$ cat src/rtl/judge_score_sequencer.sv
`default_nettype none
// ============================================================================
//  Module      : judge_score_sequencer
//  Description : Two-lane judgement scoring controller. A game FSM gates the
//                beats. Stage A turns each beat into points and combo, and
//                stage B adds the points to a saturating total score.
//  Revision    : 1.0  initial release
// ============================================================================
module judge_score_sequencer #(
    parameter int SCORE_W     = 16,
    parameter int COMBO_W     = 10,
    parameter int PERFECT_PTS = 100,
    parameter int GOOD_PTS    = 50,
    parameter int COMBO_TH    = 10
) (
    input  logic               clk,
    input  logic               rst_n,
    input  logic               start,
    input  logic               game_end,
    input  logic               judge_valid,
    input  logic [1:0]         judgement_up,
    input  logic [1:0]         judgement_down,
    output logic [SCORE_W-1:0] score,
    output logic [COMBO_W-1:0] combo,
    output logic [COMBO_W-1:0] max_combo,
    output logic               score_valid,
    output logic               playing,
    output logic               done
);

    typedef enum logic [1:0] {
        S_IDLE  = 2'd0,
        S_PLAY  = 2'd1,
        S_DRAIN = 2'd2,
        S_DONE  = 2'd3
    } state_t;

    localparam logic [COMBO_W-1:0] c_COMBO_MAX = '1;
    localparam logic [SCORE_W-1:0] c_SCORE_MAX = '1;
    localparam logic [SCORE_W:0]   c_PTS_MAX   = '1;

    state_t             r_state;
    logic [SCORE_W-1:0] r_score;
    logic [COMBO_W-1:0] r_combo;
    logic [COMBO_W-1:0] r_max_combo;
    logic [SCORE_W:0]   r_beat_pts;
    logic               r_a_valid;
    logic               r_score_valid;
    logic               r_playing;
    logic               r_done;

    function automatic logic [COMBO_W-1:0] f_next_combo(input logic [1:0] j,
                                                        input logic [COMBO_W-1:0] c);
        logic [COMBO_W-1:0] n;
        case (j)
            2'b00, 2'b01: n = (c == c_COMBO_MAX) ? c : c + 1'b1;
            2'b10:        n = '0;
            default:      n = c;
        endcase
        return n;
    endfunction

    // Points are clamped to the beat-points width; any clamp is hidden by the
    // score saturation in stage B.
    function automatic logic [SCORE_W:0] f_points(input logic [1:0] j,
                                                  input logic [COMBO_W-1:0] c);
        logic [31:0] base;
        case (j)
            2'b00:   base = 32'(PERFECT_PTS);
            2'b01:   base = 32'(GOOD_PTS);
            default: base = 32'd0;
        endcase
        if (32'(c) >= 32'(COMBO_TH))
            base = base << 1;
        return (base > 32'(c_PTS_MAX)) ? c_PTS_MAX : base[SCORE_W:0];
    endfunction

    logic               w_accept;
    logic [COMBO_W-1:0] w_combo_up;
    logic [COMBO_W-1:0] w_combo_dn;
    logic [COMBO_W-1:0] w_max_up;
    logic [COMBO_W-1:0] w_max_dn;
    logic [SCORE_W+1:0] w_pts_sum;
    logic [SCORE_W:0]   w_beat_pts;
    logic [SCORE_W+1:0] w_score_sum;
    logic [SCORE_W-1:0] w_score_next;

    // The down lane sees the combo left behind by the up lane.
    always_comb begin
        w_accept     = judge_valid && (r_state == S_PLAY);
        w_combo_up   = f_next_combo(judgement_up, r_combo);
        w_combo_dn   = f_next_combo(judgement_down, w_combo_up);
        w_max_up     = (w_combo_up > r_max_combo) ? w_combo_up : r_max_combo;
        w_max_dn     = (w_combo_dn > w_max_up) ? w_combo_dn : w_max_up;
        w_pts_sum    = {1'b0, f_points(judgement_up, r_combo)}
                     + {1'b0, f_points(judgement_down, w_combo_up)};
        w_beat_pts   = w_pts_sum[SCORE_W+1] ? c_PTS_MAX : w_pts_sum[SCORE_W:0];
        w_score_sum  = {2'b00, r_score} + {1'b0, r_beat_pts};
        w_score_next = (w_score_sum > {2'b00, c_SCORE_MAX}) ? c_SCORE_MAX
                                                            : w_score_sum[SCORE_W-1:0];
    end

    always_ff @(posedge clk or negedge rst_n) begin
        if (!rst_n) begin
            r_state       <= S_IDLE;
            r_score       <= '0;
            r_combo       <= '0;
            r_max_combo   <= '0;
            r_beat_pts    <= '0;
            r_a_valid     <= 1'b0;
            r_score_valid <= 1'b0;
            r_playing     <= 1'b0;
            r_done        <= 1'b0;
        end else if (start) begin
            // Restart wins over everything, including a beat in flight.
            r_state       <= S_PLAY;
            r_score       <= '0;
            r_combo       <= '0;
            r_max_combo   <= '0;
            r_beat_pts    <= '0;
            r_a_valid     <= 1'b0;
            r_score_valid <= 1'b0;
            r_playing     <= 1'b1;
            r_done        <= 1'b0;
        end else begin
            r_a_valid     <= w_accept;
            r_score_valid <= r_a_valid;
            if (r_a_valid)
                r_score <= w_score_next;
            if (w_accept) begin
                r_combo     <= w_combo_dn;
                r_max_combo <= w_max_dn;
                r_beat_pts  <= w_beat_pts;
            end
            case (r_state)
                S_PLAY: begin
                    if (game_end) begin
                        r_state   <= S_DRAIN;
                        r_playing <= 1'b0;
                    end
                end
                S_DRAIN: begin
                    r_state <= S_DONE;
                    r_done  <= 1'b1;
                end
                default: ;
            endcase
        end
    end

    assign score       = r_score;
    assign combo       = r_combo;
    assign max_combo   = r_max_combo;
    assign score_valid = r_score_valid;
    assign playing     = r_playing;
    assign done        = r_done;

endmodule
`default_nettype wire
$ cat config.mk
export PLATFORM = sky130hd
export DESIGN_NAME = judge_score_sequencer
export DESIGN_NICKNAME = d
export VERILOG_FILES = /design/src/rtl/judge_score_sequencer.sv
export SDC_FILE = /design/constraint.sdc
export NUM_CORES = 1
export LEC_CHECK = 0
export ABC_AREA = 1
export BUFFER_PORTS_ARGS = -buffer_cell sky130_fd_sc_hd__buf_2
export CORE_AREA = 2 2 115 117
export DETAILED_ROUTE_END_ITERATION = 16
export DIE_AREA = 0 0 117 119
export SETUP_SLACK_MARGIN = 0.02
export SYNTH_ARGS = -nofsm -noshare
export SYNTH_HDL_FRONTEND = slang
export SYNTH_SLANG_ARGS = --single-unit
export TNS_END_PERCENT = 50
$ cat constraint.sdc
create_clock -name clk -period 5.3 [get_ports clk]
set_input_delay 0 -clock clk [delete_from_list [all_inputs] [get_ports clk]]
set_output_delay 0 -clock clk [all_outputs]
set_load 0.05 [all_outputs]
==> results of run 1 <==
[path summary, 6_finish.rpt]
check                                end  cells past startpoint
max in group asynchronous   max_combo[8]                      3
min in group asynchronous       score[3]                      3
hold / removal             r_beat_pts[7]                      3
setup / recovery            max_combo[0]                     26
hold reg to reg                  playing                      2
setup reg to reg            max_combo[0]                     26
[sequential cells by signal, indices dropped and copies added, names as in the netlist]
signal and count:
score_valid 1, r_a_valid 1, max_combo 10, combo 10, score 16, done 1, playing 1, r_beat_pts 8
r_state 2
[cell families after synthesis]
family | synth area share, %
buf+inv | 8.92
simple gates | 36.2
fa+ha+maj | 11.6
flops | 28.8
compound gates | 12.9
xor+xnor | 1.61
[routing by layer]
layer / track usage [%] / vias up / routed length, um
met4: 4.12 / 0 / 138
li1: - / 2222 / -
met1: 23.3 / 1892 / 5530
met2: 30.0 / 69 / 5700
met5: 0 / - / 0
met3: 2.29 / 11 / 328
[critical path, cell delays in order (launching register included)]
cell and delay, ps:
sky130_fd_sc_hd__dfrtp_1 480, sky130_fd_sc_hd__ha_1 250, sky130_fd_sc_hd__inv_1 120, sky130_fd_sc_hd__nor2_8 170, sky130_fd_sc_hd__nand4_2 190, sky130_fd_sc_hd__nand3_1 130, sky130_fd_sc_hd__nand2_1 100, sky130_fd_sc_hd__nand2_2 120
sky130_fd_sc_hd__inv_1 100, sky130_fd_sc_hd__ha_1 300, sky130_fd_sc_hd__nand2_1 70, sky130_fd_sc_hd__o21ai_0 160, sky130_fd_sc_hd__nand2_1 70, sky130_fd_sc_hd__o2111ai_1 90, sky130_fd_sc_hd__nand2_2 240, sky130_fd_sc_hd__nand2_1 100
sky130_fd_sc_hd__o21ai_0 120, sky130_fd_sc_hd__ha_1 320, sky130_fd_sc_hd__nand2_1 60, sky130_fd_sc_hd__inv_1 70, sky130_fd_sc_hd__nand2_1 40, sky130_fd_sc_hd__or4_1 520, sky130_fd_sc_hd__nand2_1 100, sky130_fd_sc_hd__inv_1 160
sky130_fd_sc_hd__or2_2 320, sky130_fd_sc_hd__nand3_1 80, sky130_fd_sc_hd__nand2_1 50
[cell type report]
cell class | instances | area [um^2]
well taps | 176 | 220
inverters | 89 | 334
clock inverters | 3 | 28.8
clock buffers | 5 | 125
repair buffers | 55 | 303
multi-input cells | 495 | 2710
flip-flops and latches | 50 | 1250
fillers | 1403 | 7900
[cells in the mapped netlist (2+ instances only)]
| cell | n |
|---|---|
| sky130_fd_sc_hd__a21oi_1 | 32 |
| sky130_fd_sc_hd__a31oi_1 | 2 |
| sky130_fd_sc_hd__buf_2 | 4 |
| sky130_fd_sc_hd__clkbuf_1 | 9 |
| sky130_fd_sc_hd__dfrtp_1 | 50 |
| sky130_fd_sc_hd__fa_1 | 2 |
| sky130_fd_sc_hd__ha_1 | 37 |
| sky130_fd_sc_hd__inv_1 | 88 |
| sky130_fd_sc_hd__nand2_1 | 223 |
| sky130_fd_sc_hd__nand2_2 | 9 |
| sky130_fd_sc_hd__nand3_1 | 46 |
| sky130_fd_sc_hd__nand3_2 | 2 |
| sky130_fd_sc_hd__nand3_4 | 2 |
| sky130_fd_sc_hd__nand4_1 | 11 |
| sky130_fd_sc_hd__nand4_2 | 3 |
| sky130_fd_sc_hd__nor2_1 | 37 |
| sky130_fd_sc_hd__nor2_4 | 3 |
| sky130_fd_sc_hd__nor3_1 | 8 |
| sky130_fd_sc_hd__o211ai_1 | 8 |
| sky130_fd_sc_hd__o21ai_0 | 31 |
| sky130_fd_sc_hd__o21ai_1 | 4 |
| sky130_fd_sc_hd__o21ai_2 | 2 |
| sky130_fd_sc_hd__o22ai_1 | 6 |
| sky130_fd_sc_hd__o31ai_1 | 3 |
| sky130_fd_sc_hd__xnor2_1 | 3 |
| sky130_fd_sc_hd__xor2_1 | 5 |
[stage by stage]
step | util (%) | power [W]
finish | 38.6 | 0.00213
global route | 38.6 | 0.00238
CTS | 38.6 | 0.00215
detailed placement | 37.2 | 0.00178
global placement | 37.2 | 0.00178
floorplan | - | 0.00148
[power groups by stage]
stage | registers, W | logic [W] | clock network [W]
floorplan | 0.000605 | 0.000880 | 0
global placement | 0.000474 | 0.00131 | 0
detailed placement | 0.000475 | 0.00130 | 0
CTS | 0.000468 | 0.00131 | 0.000364
global route | 0.000475 | 0.00153 | 0.000376
finish | 0.000467 | 0.00132 | 0.000350
[what timing repair did]
action                                  CTS  global route
gates resized for setup                   0             2
endpoints found under the hold margin    55             0
endpoints found under the setup margin    0            10
hold buffers                              3             0
==> impl_metrics.py, run 1 <==
metrics = {
    "placed_design": {
        "gp_congestion": 0.866,
        "pre_cts_ws_ps": 595,
        "detailedPlacementHpwl_um": 9010,
        "place_area_mm2": 0.00479,
        "placedCellCount": 862,
        "buffer_ports.inserted": 47,
    },
    "grt": {
        "global_route.usage.total_pct": 17.5,
        "first_pass_grt_wire_length_um": 19500,
        "grt_max_degree": 51,
        "grt_remaining_overflow": 0,
        "grt_pass1_vias": 3921,
        "grt_antenna_before_repair": 0,
    },
    "clock_network": {
        "tritoncts.num_buffers": 5,
        "clock_tree.htree_level_count": 2,
        "tritoncts_clock_tree": "built",
        "insertion_delay_ps": 300,
        "cts.reportedPaths.clkPinSlew_ps": 80,
        "clk_root_buffer_cell": "sky130_fd_sc_hd__clkbuf_16",
        "cts.sinks": 50,
        "cts_max_path_buffers": 2,
        "cts.repair_timing.setup_buffer_count": 0,
    },
    "detailed_routing": {
        "detailroute.via_count": 4194,
        "drt_iter0_drc": 307,
        "detail_route.first_pass.iterations": 4,
        "sum_of_routed_wire_length_over_all_layers_um": 11700,
        "avgRoutedWirePerCell_um": 13.4,
        "antenna_violating_nets_post_route": 0,
        "drt-vias-per-instance": 4.80,
        "remaining_drc_errors": 0,
    },
    "floorplan": {
        "starting_density_pct": 33.8,
        "die_w_um": 117,
        "top_ports": 48,
        "core_mm2": 0.0129,
        "die_area_mm2": 0.0139,
        "vert_die_dim_um": 119,
        "core.rowCount": 42,
    },
    "pwr": {
        "p_sw_w": 0.00109,
        "peakVddDrop_uv": 393,
        "clkPwrFrac_pct": 16.4,
        "cell_internal_pwr_w": 0.00104,
        "powerDensity_mw_per_mm2": 429,
        "sw_share_pct": 51.3,
        "comb_power_share_pct": 61.7,
        "power.leakage_nw": 2.83,
        "proportion_of_power_drawn_by_flip_flops_and_latches_pct": 21.9,
    },
    "yosys": {
        "synth_area_leader_cell": "sky130_fd_sc_hd__dfrtp_1",
        "synth.cell_area_mm2": 0.00435,
        "synth_top_flop_cell": "sky130_fd_sc_hd__dfrtp_1",
        "register_area_share_after_synthesis_pct": 28.8,
        "synth_seq_cells": 50,
        "synth_nets": 695,
        "post-synth-top-area-fraction_pct": 28.8,
        "synth_async_sr_flop_share_pct": 100,
        "post_synth_num_cell_types": 43,
        "netlist_instances": 647,
        "syn_avg_cell_area_um2": 6.72,
        "yosys-top-cells-area": "sky130_fd_sc_hd__dfrtp_1 (29%), sky130_fd_sc_hd__nand2_1 (19%), sky130_fd_sc_hd__ha_1 (11%), sky130_fd_sc_hd__inv_1 (7.6%), sky130_fd_sc_hd__nand3_1 (5.3%)",
        "synth-edff-count": 0,
        "yosys_warnings": 0,
    },
    "sta": {
        "period_needed_ps": 4630,
        "worst_clock_skew_ps": 4.18,
        "unrepaired_setup_endpoints_after_global_routing": "false",
        "setup_slack_ps": 674,
        "max-slew-margin-rel_pct": 53.0,
        "max_slew.worst_pin.slew_ps": 703,
        "fin_hold_ws_ps": 29.0,
        "timing.final.hold_violations": 0,
        "final_min_period_over_clock_period_pct": 87.3,
        "timing.fmax_ghz": 0.216,
        "setup-violations-final": 0,
        "slew_viol_final": 0,
        "finalSetupTns_ps": 0,
    },
    "cells_and_area": {
        "layout_cell_share_with_drive_strength_beyond_1_pct": 12.9,
        "insertedDiodeCount": 0,
        "final-instance-count-excl-fill": 873,
        "postLayoutCellArea_mm2": 0.00497,
        "area_growth_pct": 14.4,
        "final_nets": 744,
        "mostFrequentLayoutCell": "sky130_fd_sc_hd__nand2_1",
        "final_cell_mix": "sky130_fd_sc_hd__nand2_1 (222), sky130_fd_sc_hd__inv_1 (88), sky130_fd_sc_hd__dfrtp_1 (50)",
    },
    "worst_setup_path": {
        "required_arrival_time_at_the_worst_endpoint_ps": 5500,
        "crit_arrival_ps": 4830,
        "cp-start-kind": "flip-flop",
        "rrSetupSlack_ps": 670,
        "critPathLaunch": "combo[1]",
        "worst_setup_path_end_kind": "flip-flop",
        "critical_path_peak_fanout": 20,
        "worst-setup-path-type": "reg2reg",
        "r2r_start": "combo[1]",
    },
    "run": {
        "max_cap_viol_count": 0,
    },
    "status": {
        "outcome": "completed",
    },
    "min_path": {
        "startpoint_of_the_tightest_hold_check_path": "judge_valid",
        "hold_class": "in2reg",
    },
}
Power figures use the tool's default switching activity.
==> run 2, diff against run 1 <==
- HOLD_SLACK_MARGIN: not set -> 0.08
==> run 2 against run 1 <==
Net effect: first-iteration DRC count down 1.6%; largest power group unchanged; global-route usage about the same; clock power about the same; worst setup slack worse by 0.53 ps; maximum frequency about the same; flip-flop and latch count unchanged.
==> impl_metrics.py, run 2 (synthesis gave the netlist of run 1 again) <==
metrics = {
    "detailed_routing": {
        "detailroute.via_count": 4204,
        "antenna_violating_nets_post_route": 0,
        "drt_iter0_drc": 302,
        "drt-vias-per-instance": 4.81,
        "remaining_drc_errors": 0,
        "avgRoutedWirePerCell_um": 13.4,
        "sum_of_routed_wire_length_over_all_layers_um": 11700,
        "detail_route.first_pass.iterations": 4,
    },
    "sta": {
        "setup_slack_ps": 673,
        "max_slew.worst_pin.slew_ps": 706,
        "period_needed_ps": 4630,
        "unrepaired_setup_endpoints_after_global_routing": "false",
        "finalSetupTns_ps": 0,
        "worst_clock_skew_ps": 3.89,
        "slew_viol_final": 0,
        "final_min_period_over_clock_period_pct": 87.3,
        "max-slew-margin-rel_pct": 52.8,
        "timing.fmax_ghz": 0.216,
        "setup-violations-final": 0,
        "fin_hold_ws_ps": 237,
        "timing.final.hold_violations": 0,
    },
    "grt": {
        "global_route.usage.total_pct": 17.5,
        "grt_antenna_before_repair": 0,
        "grt_remaining_overflow": 0,
        "first_pass_grt_wire_length_um": 19500,
        "grt_max_degree": 51,
        "grt_pass1_vias": 3931,
    },
    "clock_network": {
        "tritoncts_clock_tree": "built",
        "insertion_delay_ps": 300,
        "cts.repair_timing.setup_buffer_count": 0,
        "clk_root_buffer_cell": "sky130_fd_sc_hd__clkbuf_16",
        "cts.sinks": 50,
        "cts_max_path_buffers": 2,
        "tritoncts.num_buffers": 5,
        "clock_tree.htree_level_count": 2,
        "cts.reportedPaths.clkPinSlew_ps": 80,
    },
    "cells_and_area": {
        "insertedDiodeCount": 0,
        "register_area_mm2": 0.00125,
        "layout_cell_share_with_drive_strength_beyond_1_pct": 12.9,
        "postLayoutCellArea_mm2": 0.00498,
        "multi_input_comb_area_mm2": 0.00271,
        "final_nets": 745,
        "nFillCells": 1403,
        "final_cell_mix": "sky130_fd_sc_hd__nand2_1 (222), sky130_fd_sc_hd__inv_1 (88), sky130_fd_sc_hd__dfrtp_1 (50)",
        "largest_reg_flops": 16,
        "area_growth_pct": 14.6,
        "mostFrequentLayoutCell": "sky130_fd_sc_hd__nand2_1",
    },
    "pwr": {
        "sw_share_pct": 51.3,
        "comb_power_share_pct": 61.7,
        "powerDensity_mw_per_mm2": 428,
        "proportion_of_power_drawn_by_flip_flops_and_latches_pct": 21.9,
        "cell_internal_pwr_w": 0.00104,
        "power.leakage_nw": 2.83,
        "p_sw_w": 0.00109,
        "clkPwrFrac_pct": 16.4,
        "peakVddDrop_uv": 393,
    },
    "placed_design": {
        "buffer_ports.inserted": 47,
        "detailedPlacementHpwl_um": 9010,
        "place_area_mm2": 0.00479,
        "gp_congestion": 0.866,
        "pre_cts_ws_ps": 595,
    },
    "floorplan": {
        "die_w_um": 117,
        "top_ports": 48,
        "starting_density_pct": 33.8,
        "vert_die_dim_um": 119,
        "core.rowCount": 42,
        "die_area_mm2": 0.0139,
        "core_mm2": 0.0129,
    },
    "worst_setup_path": {
        "cp_common_cell": "sky130_fd_sc_hd__nand2_1",
        "worst_setup_path_end_kind": "flip-flop",
        "delay_of_the_slowest_cell_on_the_worst_path_ps": 520,
        "cp-start-kind": "flip-flop",
        "worst-setup-path-type": "reg2reg",
        "cpMaxStageDelayCell": "sky130_fd_sc_hd__or4_1",
        "required_arrival_time_at_the_worst_endpoint_ps": 5500,
        "critical_path_peak_fanout": 20,
        "crit_arrival_ps": 4830,
    },
    "status": {
        "outcome": "completed",
    },
    "run": {
        "max_cap_viol_count": 0,
    },
    "min_path": {
        "hold_class": "in2reg",
    },
}
run 2: routing by layer:
metal	vias up	global-route usage, %	share of wire (%)
li1	2221	-	-
met1	1900	23.4	47
met2	70	30.0	48
met3	13	2.29	2.9
met4	0	4.12	1.3
met5	-	0	0
run 2: final timing paths:
path / startpoint / end / slack (ps) / cells after the start
worst min register to register: playing / playing / 480 / 2
worst max register to register: combo[1] / max_combo[0] / 670 / 26
worst min-delay path: judgement_down[0] / combo[8] / 240 / 5
max in group asynchronous: rst_n / max_combo[8] / 4500 / 3
worst max-delay path: combo[1] / max_combo[0] / 670 / 26
min in group asynchronous: rst_n / score[3] / 340 / 3
run 2: what timing repair did:
| item | 4_1_cts | 5_1_grt |
|---|---|---|
| hold buffers | 4 | 0 |
| hold endpoints to repair | 55 | 0 |
| setup endpoints to repair | 0 | 10 |
| resized for setup | 0 | 2 |
run 2: stage by stage:
step / total power [W] / utilization, % / std cells
floorplan: 0.00148 / - / 647
global placement: 0.00178 / 37.2 / 862
detailed placement: 0.00178 / 37.2 / 862
CTS: 0.00215 / 38.7 / 874
global route: 0.00238 / 38.7 / 874
finish: 0.00213 / 38.7 / 874
run 2: power by group through the flow:
stage               clock network (W)  registers, W  logic [W]
finish                       0.000351      0.000467    0.00132
global route                 0.000376      0.000475    0.00153
CTS                          0.000364      0.000468    0.00131
detailed placement                  0      0.000475    0.00130
global placement                    0      0.000474    0.00131
floorplan                           0      0.000605   0.000880
run 2: area by class of cell:
class,count,area share (%)
Multi-Input combinational cell,495,54.4
Inverter,89,6.70
Sequential cell,50,25.1
Timing Repair Buffer,56,6.28
Clock inverter,3,0.577
Tap cell,176,4.42
Clock buffer,5,2.51
run 2: critical path: cells and delay by family, from the launching register on:
kind,cells,cell delay (ps)
AND/OR/NAND/NOR,16,2360
AO/OA/AOI/OAI,3,370
adder cells (fa/ha/maj),3,870
flip-flops,1,480
buffers and inverters,4,450
